`config.mk`:
```
export PLATFORM = sky130hd
export DESIGN_NAME = div_seq
export DESIGN_NICKNAME = d
export VERILOG_FILES = /design/src/rtl/div_seq.sv
export SDC_FILE = /design/constraint.sdc
export NUM_CORES = 1
export LEC_CHECK = 0
export CAP_MARGIN = 20
export CORE_ASPECT_RATIO = 1.5
export CORE_MARGIN = 2
export CORE_UTILIZATION = 35
export DETAILED_ROUTE_END_ITERATION = 7
export PLACE_DENSITY = 0.56
export SETUP_SLACK_MARGIN = 0.5
export SLEW_MARGIN = 25
export SYNTH_ARGS = -nofsm -noshare
export SYNTH_HDL_FRONTEND = slang
export SYNTH_SLANG_ARGS = --single-unit
```
`constraint.sdc`:
```
create_clock -name clk -period 10.6 [get_ports clk]
set_clock_uncertainty 0.2 [all_clocks]
set_input_delay 1.59 -clock clk [delete_from_list [all_inputs] [get_ports clk]]
set_output_delay 1.59 -clock clk [all_outputs]
set_load 0.02 [all_outputs]
```
`src/rtl/div_seq.sv`:
```
// div_seq: multi-cycle radix-2 restoring divider for DIV/DIVU in the EX stage.
// One quotient bit is produced per clock over WIDTH cycles. Signed operations
// divide magnitudes and apply a sign fix-up when the result is registered.
// Ports:
//   clk, rst      rising-edge clock, asynchronous active-high reset
//   signed_div_i  1 = signed (DIV), 0 = unsigned (DIVU)
//   opdata1_i     dividend, sampled on an accepted start
//   opdata2_i     divisor, sampled on an accepted start
//   start_i       request, held high until the result is consumed
//   annul_i       abort the operation in progress (flush / exception)
//   result_o      {remainder, quotient}, registered
//   ready_o       result_o valid, registered
//   busy_o        high while a division is pending (stall request)
module div_seq #(
  parameter int unsigned WIDTH = 32
) (
  input  logic               clk,
  input  logic               rst,
  input  logic               signed_div_i,
  input  logic [WIDTH-1:0]   opdata1_i,
  input  logic [WIDTH-1:0]   opdata2_i,
  input  logic               start_i,
  input  logic               annul_i,
  output logic [2*WIDTH-1:0] result_o,
  output logic               ready_o,
  output logic               busy_o
);

  typedef enum logic [1:0] {
    S_IDLE   = 2'd0,
    S_BYZERO = 2'd1,
    S_ON     = 2'd2,
    S_END    = 2'd3
  } state_e;

  localparam logic [5:0] LAST_ITER = 6'(WIDTH - 1);

  state_e             state_q;
  logic [5:0]         cnt_q;
  logic [2*WIDTH:0]   dvd_q;     // {partial remainder, dividend/quotient bits}
  logic [2*WIDTH:0]   dvd_d;
  logic [WIDTH-1:0]   dvs_q;     // divisor magnitude
  logic               sgn_q;
  logic               sign1_q;
  logic               sign2_q;
  logic [2*WIDTH-1:0] res_q;     // result captured on END entry

  logic [2*WIDTH:0]   shifted;
  logic [WIDTH:0]     diff;
  logic               ge;
  logic [WIDTH-1:0]   quo_raw;
  logic [WIDTH-1:0]   rem_raw;
  logic [WIDTH-1:0]   quo_fix;
  logic [WIDTH-1:0]   rem_fix;
  logic [WIDTH-1:0]   abs1;
  logic [WIDTH-1:0]   abs2;

  // Magnitudes of the incoming operands; only signed requests are negated.
  always_comb begin
    abs1 = opdata1_i;
    abs2 = opdata2_i;
    if (signed_div_i && opdata1_i[WIDTH-1]) abs1 = '0 - opdata1_i;
    if (signed_div_i && opdata2_i[WIDTH-1]) abs2 = '0 - opdata2_i;
  end

  // One restoring step: shift, trial-subtract on WIDTH+1 bits, keep or restore.
  always_comb begin
    shifted = dvd_q << 1;
    ge      = shifted[2*WIDTH:WIDTH] >= {1'b0, dvs_q};
    diff    = shifted[2*WIDTH:WIDTH] - {1'b0, dvs_q};
    dvd_d   = shifted;
    if (ge) dvd_d = {diff, shifted[WIDTH-1:1], 1'b1};
  end

  // Sign fix-up of the final step's outcome; negation wraps modulo 2^WIDTH.
  always_comb begin
    quo_raw = dvd_d[WIDTH-1:0];
    rem_raw = dvd_d[2*WIDTH-1:WIDTH];
    quo_fix = quo_raw;
    rem_fix = rem_raw;
    if (sgn_q && (sign1_q != sign2_q)) quo_fix = '0 - quo_raw;
    if (sgn_q && sign1_q)              rem_fix = '0 - rem_raw;
  end

  always_comb begin
    busy_o = (state_q == S_BYZERO) || (state_q == S_ON);
  end

  always_ff @(posedge clk or posedge rst) begin
    if (rst) begin
      state_q  <= S_IDLE;
      cnt_q    <= '0;
      dvd_q    <= '0;
      dvs_q    <= '0;
      sgn_q    <= 1'b0;
      sign1_q  <= 1'b0;
      sign2_q  <= 1'b0;
      res_q    <= '0;
      result_o <= '0;
      ready_o  <= 1'b0;
    end else begin
      case (state_q)
        S_IDLE: begin
          ready_o  <= 1'b0;
          result_o <= '0;
          if (start_i && !annul_i) begin
            if (opdata2_i == '0) begin
              state_q <= S_BYZERO;
            end else begin
              sgn_q   <= signed_div_i;
              sign1_q <= opdata1_i[WIDTH-1];
              sign2_q <= opdata2_i[WIDTH-1];
              dvd_q   <= {{(WIDTH+1){1'b0}}, abs1};
              dvs_q   <= abs2;
              cnt_q   <= '0;
              state_q <= S_ON;
            end
          end
        end
        S_BYZERO: begin
          if (annul_i) begin
            state_q <= S_IDLE;
          end else begin
            res_q   <= '0;
            state_q <= S_END;
          end
        end
        S_ON: begin
          if (annul_i) begin
            cnt_q   <= '0;
            state_q <= S_IDLE;
          end else begin
            dvd_q <= dvd_d;
            cnt_q <= cnt_q + 6'd1;
            if (cnt_q == LAST_ITER) begin
              res_q   <= {rem_fix, quo_fix};
              state_q <= S_END;
            end
          end
        end
        S_END: begin
          // Result is presented one edge after END entry and held while
          // EX keeps start_i high.
          if (start_i) begin
            ready_o  <= 1'b1;
            result_o <= res_q;
          end else begin
            ready_o  <= 1'b0;
            result_o <= '0;
            state_q  <= S_IDLE;
          end
        end
        default: state_q <= S_IDLE;
      endcase
    end
  end

endmodule
```
==> qor.yml, run 1 <==
cts:
  clk_pin_slew_ps: 60
  holdBufCountCts: 0
  cts_resized: 0
  worstSkewPairLatency_ps: 550
  numCtsBuffers: 25
  cts_tree: "yes"
  clockRootBuffer: "clkbuf_16"
  clock-sinks: 236
  postCtsSetupBuffers: 0
  clockBufferDepth: 3
  htreeDepth: 1
sta:
  finalMaxSlewViolations: 0
  period_share: 0.5805
  rsz0062_at_grt: "false"
  hold_violations: 0
  totalNegativeSetupSlack_ps: 0
  setup_viol: 0
  finalCriticalPeriod_ps: 6154
  fmax_ghz: 0.1625
  slew_headroom: 0.3589
  worst_pin_slew_ps: 959.4
run_status:
  status: "complete, no violations"
logic_synthesis:
  netlist_top_cells_count: "dfrtp_1 (236), nand2_1 (235), o21ai_0 (206)"
  ys_types: 76
  synth_top_area_share: 0.4118
  syn-cell-area_sq_um: 14340
  async_flop_share: 1.000
  ys_ff_latch: 236
  ys_seq_area_frac: 0.4118
  yosys.area.top_type: "dfrtp_1"
  ys_warn_count: 0
  avgSynthCellArea_sq_um: 8.659
  synth_top_flop_cell: "dfrtp_1"
  yosysMostFrequentCell: "dfrtp_1"
  synth_edf_count: 0
  synth_area_leaders: "dfrtp_1 (41%), o21ai_0 (7.2%), nand2_1 (6.2%)"
  synth_nets: 1768
  synthCells: 1656
finish:
  regArea_sq_um: 5906
  nNetsFinal: 1847
  multi_input_area_sq_um: 7865
  area_growth_pct: 17.98
  diodes: 0
  fillers: 4130
  drive_above_1_share: 0.04732
  finalNonFillerCells: 2260
die:
  rows: 90
  dieArea_sq_um: 42640
  start_util: 0.3557
  die_y_um: 251.9
  ios: 135
  coreArea_sq_um: 40310
  die_w_um: 169.3
global_routing:
  grt_pass1_vias: 12060
  grt_pass1_wl_um: 65590
  grt_use_total: 0.1916
  antenna_found_initial: 0
  gr-total-overflow: 0
  grt_max_degree: 105
drt:
  ant_nets: 0
  post_drt_wl_per_cell_um: 18.31
  vias_per_cell: 5.442
  dr.first_iter.drc_count: 715
  drc: 0
  first_pass_iters: 5
  vias: 12300
  routed_wl_um: 41380
setup_path:
  path_class: "flip-flop to flip-flop"
  crit_fanout: 40
  critPathLaunchType: "flip-flop"
  cp_data_required_time_ps: 10790
  worstSetupEndpointType: "flip-flop"
  worstPathArrival_ps: 6350
power:
  p_per_area_nw_per_um2: 227.5
  ir_drop_v: 0.0001304
  p_total_mw: 3.849
  p_leak_nw: 7.109
hold_path:
  min_path_type: "flip-flop to flip-flop"
job:
  maxCapViolCount: 0
placement:
  hpwl_um: 30710
  dp_cells: 2214
  port_buffers: 134
  gp_congestion: 0.8933
sequential cells by signal (all words and copies together), names as in the netlist:
register	flops
ready_o	1
result_o	64
state_q	2
dvd_q	64
dvs_q	32
sgn_q	1
res_q	64
sign2_q	1
sign1_q	1
cnt_q	6
cell type report:
cell class              count  area share
flip-flops and latches    236      0.3491
inverters                  56     0.01287
multi-input cells        1269      0.4649
well taps                 506     0.03742
clock buffers              37     0.04141
clock inverters             9    0.009318
repair buffers            147     0.08505
power breakdown:
part	switching (mW)	internal (mW)
clock	0.369	0.556
sequential	0.132	1.04
combinational	1.15	0.601
metrics by stage:
stage / area (sq um) / hold WS [ps] / util / setup WS [ps]
CTS: 16920 / 283.3 / 0.4196 / 4396
detailed placement: 16060 / 271.0 / 0.3983 / 3841
global placement: 16060 / 263.2 / 0.3983 / 3925
finish: 16920 / 276.3 / 0.4197 / 4446
floorplan: 14340 / 250.7 / - / 2335
global route: 16920 / 304.7 / 0.4197 / 4086
layer usage:
layer  GRT usage  routed length [um]  part of all wire  vias to the layer above
met5           0                   0                 0                        -
met4     0.06789                1362             0.033                        0
met3     0.01820                1429             0.035                       74
met2      0.3464               20960              0.51                      297
met1      0.2364               17620              0.43                     5843
li1            -                   -                 -                     6084
worst max-delay path, cell delays in order, from the launching register on:
cell,delay (ps)
dfrtp_1,470
ha_1,410
and2_1,230
a221oi_1,530
a2bb2oi_1,310
nand2b_1,140
o21ai_1,150
buf_4,190
nand2_1,90
clkinv_1,150
buf_4,400
mux2i_1,350
ha_1,310
and3_1,190
nand3_1,130
or3_1,480
o31ai_1,600
a41oi_1,290
xor2_1,250
o21ai_0,90
worst paths after layout:
kind	slack (ps)	end	cells after the start	from
worst max-delay path	4450	res_q[58]	19	dvd_q[43]
worst min-delay path	280	res_q[11]	2	res_q[11]
worst max register to register	4450	res_q[58]	19	dvd_q[43]
worst min register to register	280	res_q[11]	2	res_q[11]
max in group asynchronous	7410	dvs_q[13]	3	rst
min in group asynchronous	1410	dvd_q[3]	2	rst
cells by family after synthesis:
group	Yosys count	share of synthesized area
AO/OA/AOI/OAI	517	0.2244
XOR/XNOR	136	0.08306
adder cells (fa/ha/maj)	43	0.03804
buffers and inverters	151	0.04162
flip-flops	236	0.4118
multiplexers	35	0.02513
AND/OR/NAND/NOR	538	0.1759
cell usage in the layout (no fill, tap or decap), drive strengths merged, types with 24 or more instances in the layout:
cell	netlist	final
inv	55	56
a21oi	120	120
clkbuf	75	37
nor2	114	114
clkdlybuf4s50	0	134
o21ai	214	214
mux2i	27	27
nor3	34	34
nand3	24	24
dfrtp	236	236
nand2	235	235
a22o	68	68
ha	42	42
xnor2	54	54
xor2	82	82
No activity file was read; power rests on OpenSTA's default activity.
==> run 2, diff against run 1 <==
==> constraint.sdc (replaced) <==
create_clock -name clk -period 6.1 [get_ports clk]
set_clock_uncertainty 0.2 [all_clocks]
set_input_delay 0.915 -clock clk [delete_from_list [all_inputs] [get_ports clk]]
set_output_delay 0.915 -clock clk [all_outputs]
set_load 0.02 [all_outputs]
==> run 2 against run 1 <==
Net effect: utilization up 0.63 points; via count grew 1.1%; critical path depth is 2 lower; final cell count increased by 0.97%; largest cell class unchanged.
==> qor.yml, run 2 (synthesis gave the netlist of run 1 again) <==
drt:
  routed_wl_um: 41250  # -0.30%
  post_drt_wl_per_cell_um: 18.08  # -1.3%
  vias_per_cell: 5.446  # about the same
  ant_nets: 0  # unchanged
  dr.first_iter.drc_count: 896  # +25%
  drc: 0  # unchanged
  first_pass_iters: 5  # unchanged
  vias: 12430  # +1.1%
setup_path:
  critPathSlowestCell: "ha_1"
  cp_cell_sequence: "ha_1, a21oi_1, o22ai_1, nand2_1, a21oi_1, o21ai_1, nand2_1, clkinv_1, mux2i_1, ha_1, and3_1, nand3_1, or3_1, o41a_1, nor4_1, xnor2_1, o21ai_1"
  crit_fanout: 10  # -75%
  worstPathArrival_ps: 5390  # -960 ps
  cp_slowest_stage_delay_ps: 520  # -80 ps
  cp_top_family: "simple AND/OR/NAND/NOR gates"
  cp_data_required_time_ps: 6310  # -4480 ps
  cp_num_buf_inv: 1  # -2
  r2r_setup_slack_ps: 910  # -3530 ps
  critPathLaunchType: "flip-flop"
  path_class: "flip-flop to flip-flop"
  worstSetupEndpointType: "flip-flop"
power:
  p_per_area_nw_per_um2: 398.9  # +75%
  p_leak_nw: 7.253  # +2.0%
  ir_drop_v: 0.0002086  # +60%
finish:
  fillers: 4043  # -2.1%
  nNetsFinal: 1870  # +1.2%
  drive_above_1_share: 0.06306  # +0.01574
  area_growth_pct: 19.75
  most-common-layout-cells: "dfrtp_1 (236), nand2_1 (235), o21ai_0 (206), clkdlybuf4s50_1 (134), a21oi_1 (119)"
  largest_registers: "dvd_q (64), res_q (64), result_o (64)"
  diodes: 0  # unchanged
  final_common_cell: "dfrtp_1"
global_routing:
  grt_pass1_wl_um: 65700  # +0.17%
  antenna_found_initial: 0  # unchanged
  grt_use_total: 0.1915  # about the same
  gr-total-overflow: 0  # unchanged
  grt_max_degree: 134  # +28%
  grt_pass1_vias: 12190  # +1.1%
die:
  dieArea_sq_um: 42640  # unchanged
  die_y_um: 251.9  # unchanged
  start_util: 0.3557  # unchanged
  die_w_um: 169.3  # unchanged
  ios: 135  # unchanged
  rows: 90  # unchanged
  coreArea_sq_um: 40310  # unchanged
sta:
  fmax_ghz: 0.1928  # +19%
  setup_viol: 0  # unchanged
  slew_headroom: 0.4764  # +0.1175
  finalMaxSlewViolations: 0  # unchanged
  rsz0062_at_grt: "false"
  worst_pin_slew_ps: 785.4  # -173.9 ps
  finalCriticalPeriod_ps: 5187  # -966.3 ps
  hold_violations: 0  # unchanged
  totalNegativeSetupSlack_ps: 0  # unchanged
  period_share: 0.8504  # +0.2699
  whs_ps: 279.5  # +3.156 ps
placement:
  port_buffers: 134  # unchanged
  hpwl_um: 31090  # +1.3%
  gp_congestion: 0.9140  # +2.3%
cts:
  clockBufferDepth: 3  # unchanged
  postCtsSetupBuffers: 0  # unchanged
  clockRootBuffer: "clkbuf_16"
  numCtsBuffers: 24  # -4.0%
  clock-sinks: 236  # unchanged
  worstSkewPairLatency_ps: 540  # about the same
  htreeDepth: 1  # unchanged
  clk_pin_slew_ps: 70  # about the same
  cts_tree: "yes"
  holdBufCountCts: 0  # unchanged
hold_path:
  min_path_type: "flip-flop to flip-flop"
job:
  maxCapViolCount: 0  # unchanged
run_status:
  status: "complete, no violations"
## run 2: cell types whose count changed in the layout (fill, tap and decap cells not counted), sizes merged
cell	previous run	this run
clkinvlp	2	5
inv	56	54
bufinv	4	6
buf	13	37
clkinv	3	6
clkbuf	37	29
## run 2: tightest hold or removal path, cell delays in order, from the launching register on
cell     delay [ps]
dfrtp_1         340
nand2_1          40
o21ai_0          60
## run 2: cell type report
class | count | area (sq um) | share of cell area
flip-flops and latches | 236 | 5906 | 0.3439
well taps | 506 | 633.1 | 0.03687
multi-input cells | 1269 | 7863 | 0.4579
clock inverters | 15 | 239.0 | 0.01392
clock buffers | 29 | 660.6 | 0.03847
repair buffers | 171 | 1657 | 0.09647
inverters | 56 | 214.0 | 0.01246
## run 2: per-layer routing
layer / part of all wire / global-route usage / up-vias
met5: 0 / 0 / -
met3: 0.042 / 0.01961 / 76
met4: 0.031 / 0.06862 / 0
met1: 0.42 / 0.2301 / 5910
met2: 0.51 / 0.3520 / 338
li1: - / - / 6104
## run 2: worst paths after layout
| path | cells after the start | startpoint | endpoint |
|---|---|---|---|
| max | 17 | dvd_q[39] | res_q[60] |
| min | 2 | res_q[3] | res_q[3] |
| max reg2reg | 17 | dvd_q[39] | res_q[60] |
| min reg2reg | 2 | res_q[3] | res_q[3] |
| max in group asynchronous | 3 | rst | state_q[1] |
| min in group asynchronous | 2 | rst | result_o[5] |
## run 2: what timing repair did
item                                    in CTS  in global routing
endpoints found under the setup margin       0                  1
endpoints found under the hold margin        0                  0
resized for setup                            0                  1
## run 2: per-stage QoR
stage          total power [mW]  worst slack, ps  instances  utilization  instance area [sq um]
4_1_cts                   6.913            844.1       2282       0.4258                  17170
3_5_place_dp              5.206            471.4       2238       0.4035                  16270
2_1_floorplan             4.291            719.8       1656            -                  14340
6_report                  6.849            912.6       2282       0.4259                  17170
5_1_grt                   7.369            526.8       2282       0.4259                  17170
3_3_place_gp              5.158            546.9       2238       0.4035                  16270
## run 2: power by group
group	leakage (nW)	internal, mW	switching, mW
clock	0.430	1.03	0.656
combinational	3.64	1.12	2.01
sequential	3.19	1.81	0.224
==> run 3, diff against run 2 <==
--- a/config.mk
+++ b/config.mk
@@ -11,7 +11,6 @@
 export CORE_UTILIZATION = 35
 export DETAILED_ROUTE_END_ITERATION = 7
 export PLACE_DENSITY = 0.56
-export SETUP_SLACK_MARGIN = 0.5
 export SLEW_MARGIN = 25
 export SYNTH_ARGS = -nofsm -noshare
 export SYNTH_HDL_FRONTEND = slang
==> run 3 against run 2 <==
Net effect: critical path depth did not move; hold slack barely moved; maximum frequency fell by 1.4%; count of clock-buffer cells in the layout did not move; power barely moved; highest routed layer unchanged; critical path type unchanged; via count rose by 0.13%; final cell count did not move; utilization barely moved; combinational power barely moved; non-clock buffer count did not move; largest cell class unchanged; global-route usage did not move.
==> qor.yml, run 3 (synthesis gave the netlist of run 1 again) <==
run_status:
  status: "complete, no violations"
finish:
  regArea_sq_um: 5906  # unchanged
  largest_registers: "dvd_q (64), res_q (64), result_o (64)"
  area_growth_pct: 19.70  # about the same
  nNetsFinal: 1870  # unchanged
  fillers: 4043  # unchanged
  most-common-layout-cells: "dfrtp_1 (236), nand2_1 (235), o21ai_0 (206), clkdlybuf4s50_1 (134), a21oi_1 (119)"
  diodes: 0  # unchanged
  drive_above_1_share: 0.06250  # -0.0005631
  finalNonFillerCells: 2282  # unchanged
  final_common_cell: "dfrtp_1"
  multi_input_area_sq_um: 7856  # about the same
cts:
  postCtsSetupBuffers: 0  # unchanged
  numCtsBuffers: 24  # unchanged
  holdBufCountCts: 0  # unchanged
  cts_tree: "yes"
  clock-sinks: 236  # unchanged
  cts_resized: 0  # unchanged
  clk_pin_slew_ps: 70  # about the same
  htreeDepth: 1  # unchanged
  worstSkewPairLatency_ps: 540  # about the same
  clockRootBuffer: "clkbuf_16"
  clockBufferDepth: 3  # unchanged
setup_path:
  path_class: "flip-flop to flip-flop"
  crit_fanout: 9  # -1
  crit_path_end: "res_q[60]"
  worstSetupEndpointType: "flip-flop"
  critPathLaunchType: "flip-flop"
  crit_start: "dvd_q[43]"
  worstPathArrival_ps: 5470  # +80 ps
  r2r-end: "res_q[60]"
  cp_data_required_time_ps: 6310  # about the same
  r2r_setup_slack_ps: 840  # -70 ps
  r2r_start: "dvd_q[43]"
  reg2reg_depth: 17  # unchanged
drt:
  vias_per_cell: 5.453  # +0.13%
  post_drt_wl_per_cell_um: 18.05  # -0.14%
  vias: 12440  # +0.13%
  dr.first_iter.drc_count: 838  # -6.5%
  drc: 0  # unchanged
  ant_nets: 0  # unchanged
  routed_wl_um: 41200  # -0.14%
  first_pass_iters: 5  # unchanged
sta:
  period_share: 0.8627  # +0.01229
  worst_pin_slew_ps: 789.4  # +3.913 ps
  finalMaxSlewViolations: 0  # unchanged
  hold_violations: 0  # unchanged
  setup_viol: 0  # unchanged
  fmax_ghz: 0.1900  # -1.4%
  slew_headroom: 0.4738  # -0.002609
  totalNegativeSetupSlack_ps: 0  # unchanged
  finalCriticalPeriod_ps: 5262  # +74.96 ps
  rsz0062_at_grt: "false"
job:
  maxCapViolCount: 0  # unchanged
die:
  die_w_um: 169.3  # unchanged
  rows: 90  # unchanged
  coreArea_sq_um: 40310  # unchanged
  ios: 135  # unchanged
  die_y_um: 251.9  # unchanged
  dieArea_sq_um: 42640  # unchanged
  start_util: 0.3557  # unchanged
global_routing:
  grt_pass1_vias: 12190  # unchanged
  grt_pass1_wl_um: 65700  # unchanged
  grt_use_total: 0.1915  # unchanged
  gr-total-overflow: 0  # unchanged
  antenna_found_initial: 0  # unchanged
  grt_max_degree: 134  # unchanged
hold_path:
  min_path_type: "flip-flop to flip-flop"
power:
  p_sw_frac: 0.4223  # about the same
  p_switching_mw: 2.891  # about the same
  combPwrFrac: 0.457  # about the same
  seqPwrFrac: 0.297  # about the same
  clkPwrFrac: 0.246  # about the same
  p_leak_nw: 7.251  # about the same
  p_per_area_nw_per_um2: 398.8  # about the same
  p_int_mw: 3.955  # about the same
  ir_drop_v: 0.0002093  # +0.31%
placement:
  hpwl_um: 31090  # unchanged
  dp_cells: 2238  # unchanged
  port_buffers: 134  # unchanged
  gp_congestion: 0.9140  # unchanged
## run 3: changes by cell type in the layout (fill, tap and decap cells not counted)
cell,previous run,this run
a221oi_2,1,0
a221oi_1,1,2
## run 3: final cells by class
cell class,instances,area share
repair buffers,171,0.09651
flip-flops and latches,236,0.3440
multi-input cells,1269,0.4577
clock inverters,15,0.01392
clock buffers,29,0.03849
inverters,56,0.01246
well taps,506,0.03688
## run 3: power groups by stage
stage	clock (mW)	combinational, mW	sequential [mW]
floorplan	0	2.30	1.99
global placement	0	3.11	2.05
detailed placement	0	3.15	2.06
CTS	1.73	3.16	2.03
global route	1.79	3.51	2.07
finish	1.68	3.13	2.03
## run 3: per-layer routing
metal  vias up  track usage  share of wire
li1       6109            -              -
met1      5918       0.2301           0.41
met2       338       0.3520           0.51
met3        79      0.01961          0.042
met4         0      0.06862          0.032
met5         -            0              0
## run 3: critical path, stage by stage (launching register included)
cell       delay [ps]
dfrtp_1           440
ha_1              400
and2_1            230
a221oi_1          480
a2bb2oi_1         320
nand2b_1          150
o21ai_1           210
nand2_1           250
clkinv_1          160
mux2i_1           290
ha_1              210
and3_1            140
nand3_1           100
or3_1             440
o41a_1            520
nor4_1            360
xnor2_1           170
o21ai_1            70
## run 3: worst min path at each step
stage,startpoint,end,slack (ps),cells past startpoint
CTS,res_q[6],res_q[6],290,2
detailed placement,res_q[6],res_q[6],270,2
finish,res_q[3],res_q[3],280,2
global route,res_q[3],res_q[3],300,2
global placement,ready_o,ready_o,260,1
floorplan,res_q[0],res_q[0],250,2
## run 3: per-stage QoR
stage	hold slack, ps	total power, mW	setup slack [ps]	area, sq um	utilization
finish	279.3	6.846	837.7	17170	0.4258
global route	299.6	7.367	485.3	17170	0.4258
CTS	285.8	6.913	844.1	17170	0.4258
detailed placement	270.7	5.206	471.4	16270	0.4035
global placement	260.7	5.158	546.9	16270	0.4035
floorplan	250.7	4.291	719.8	14340	-
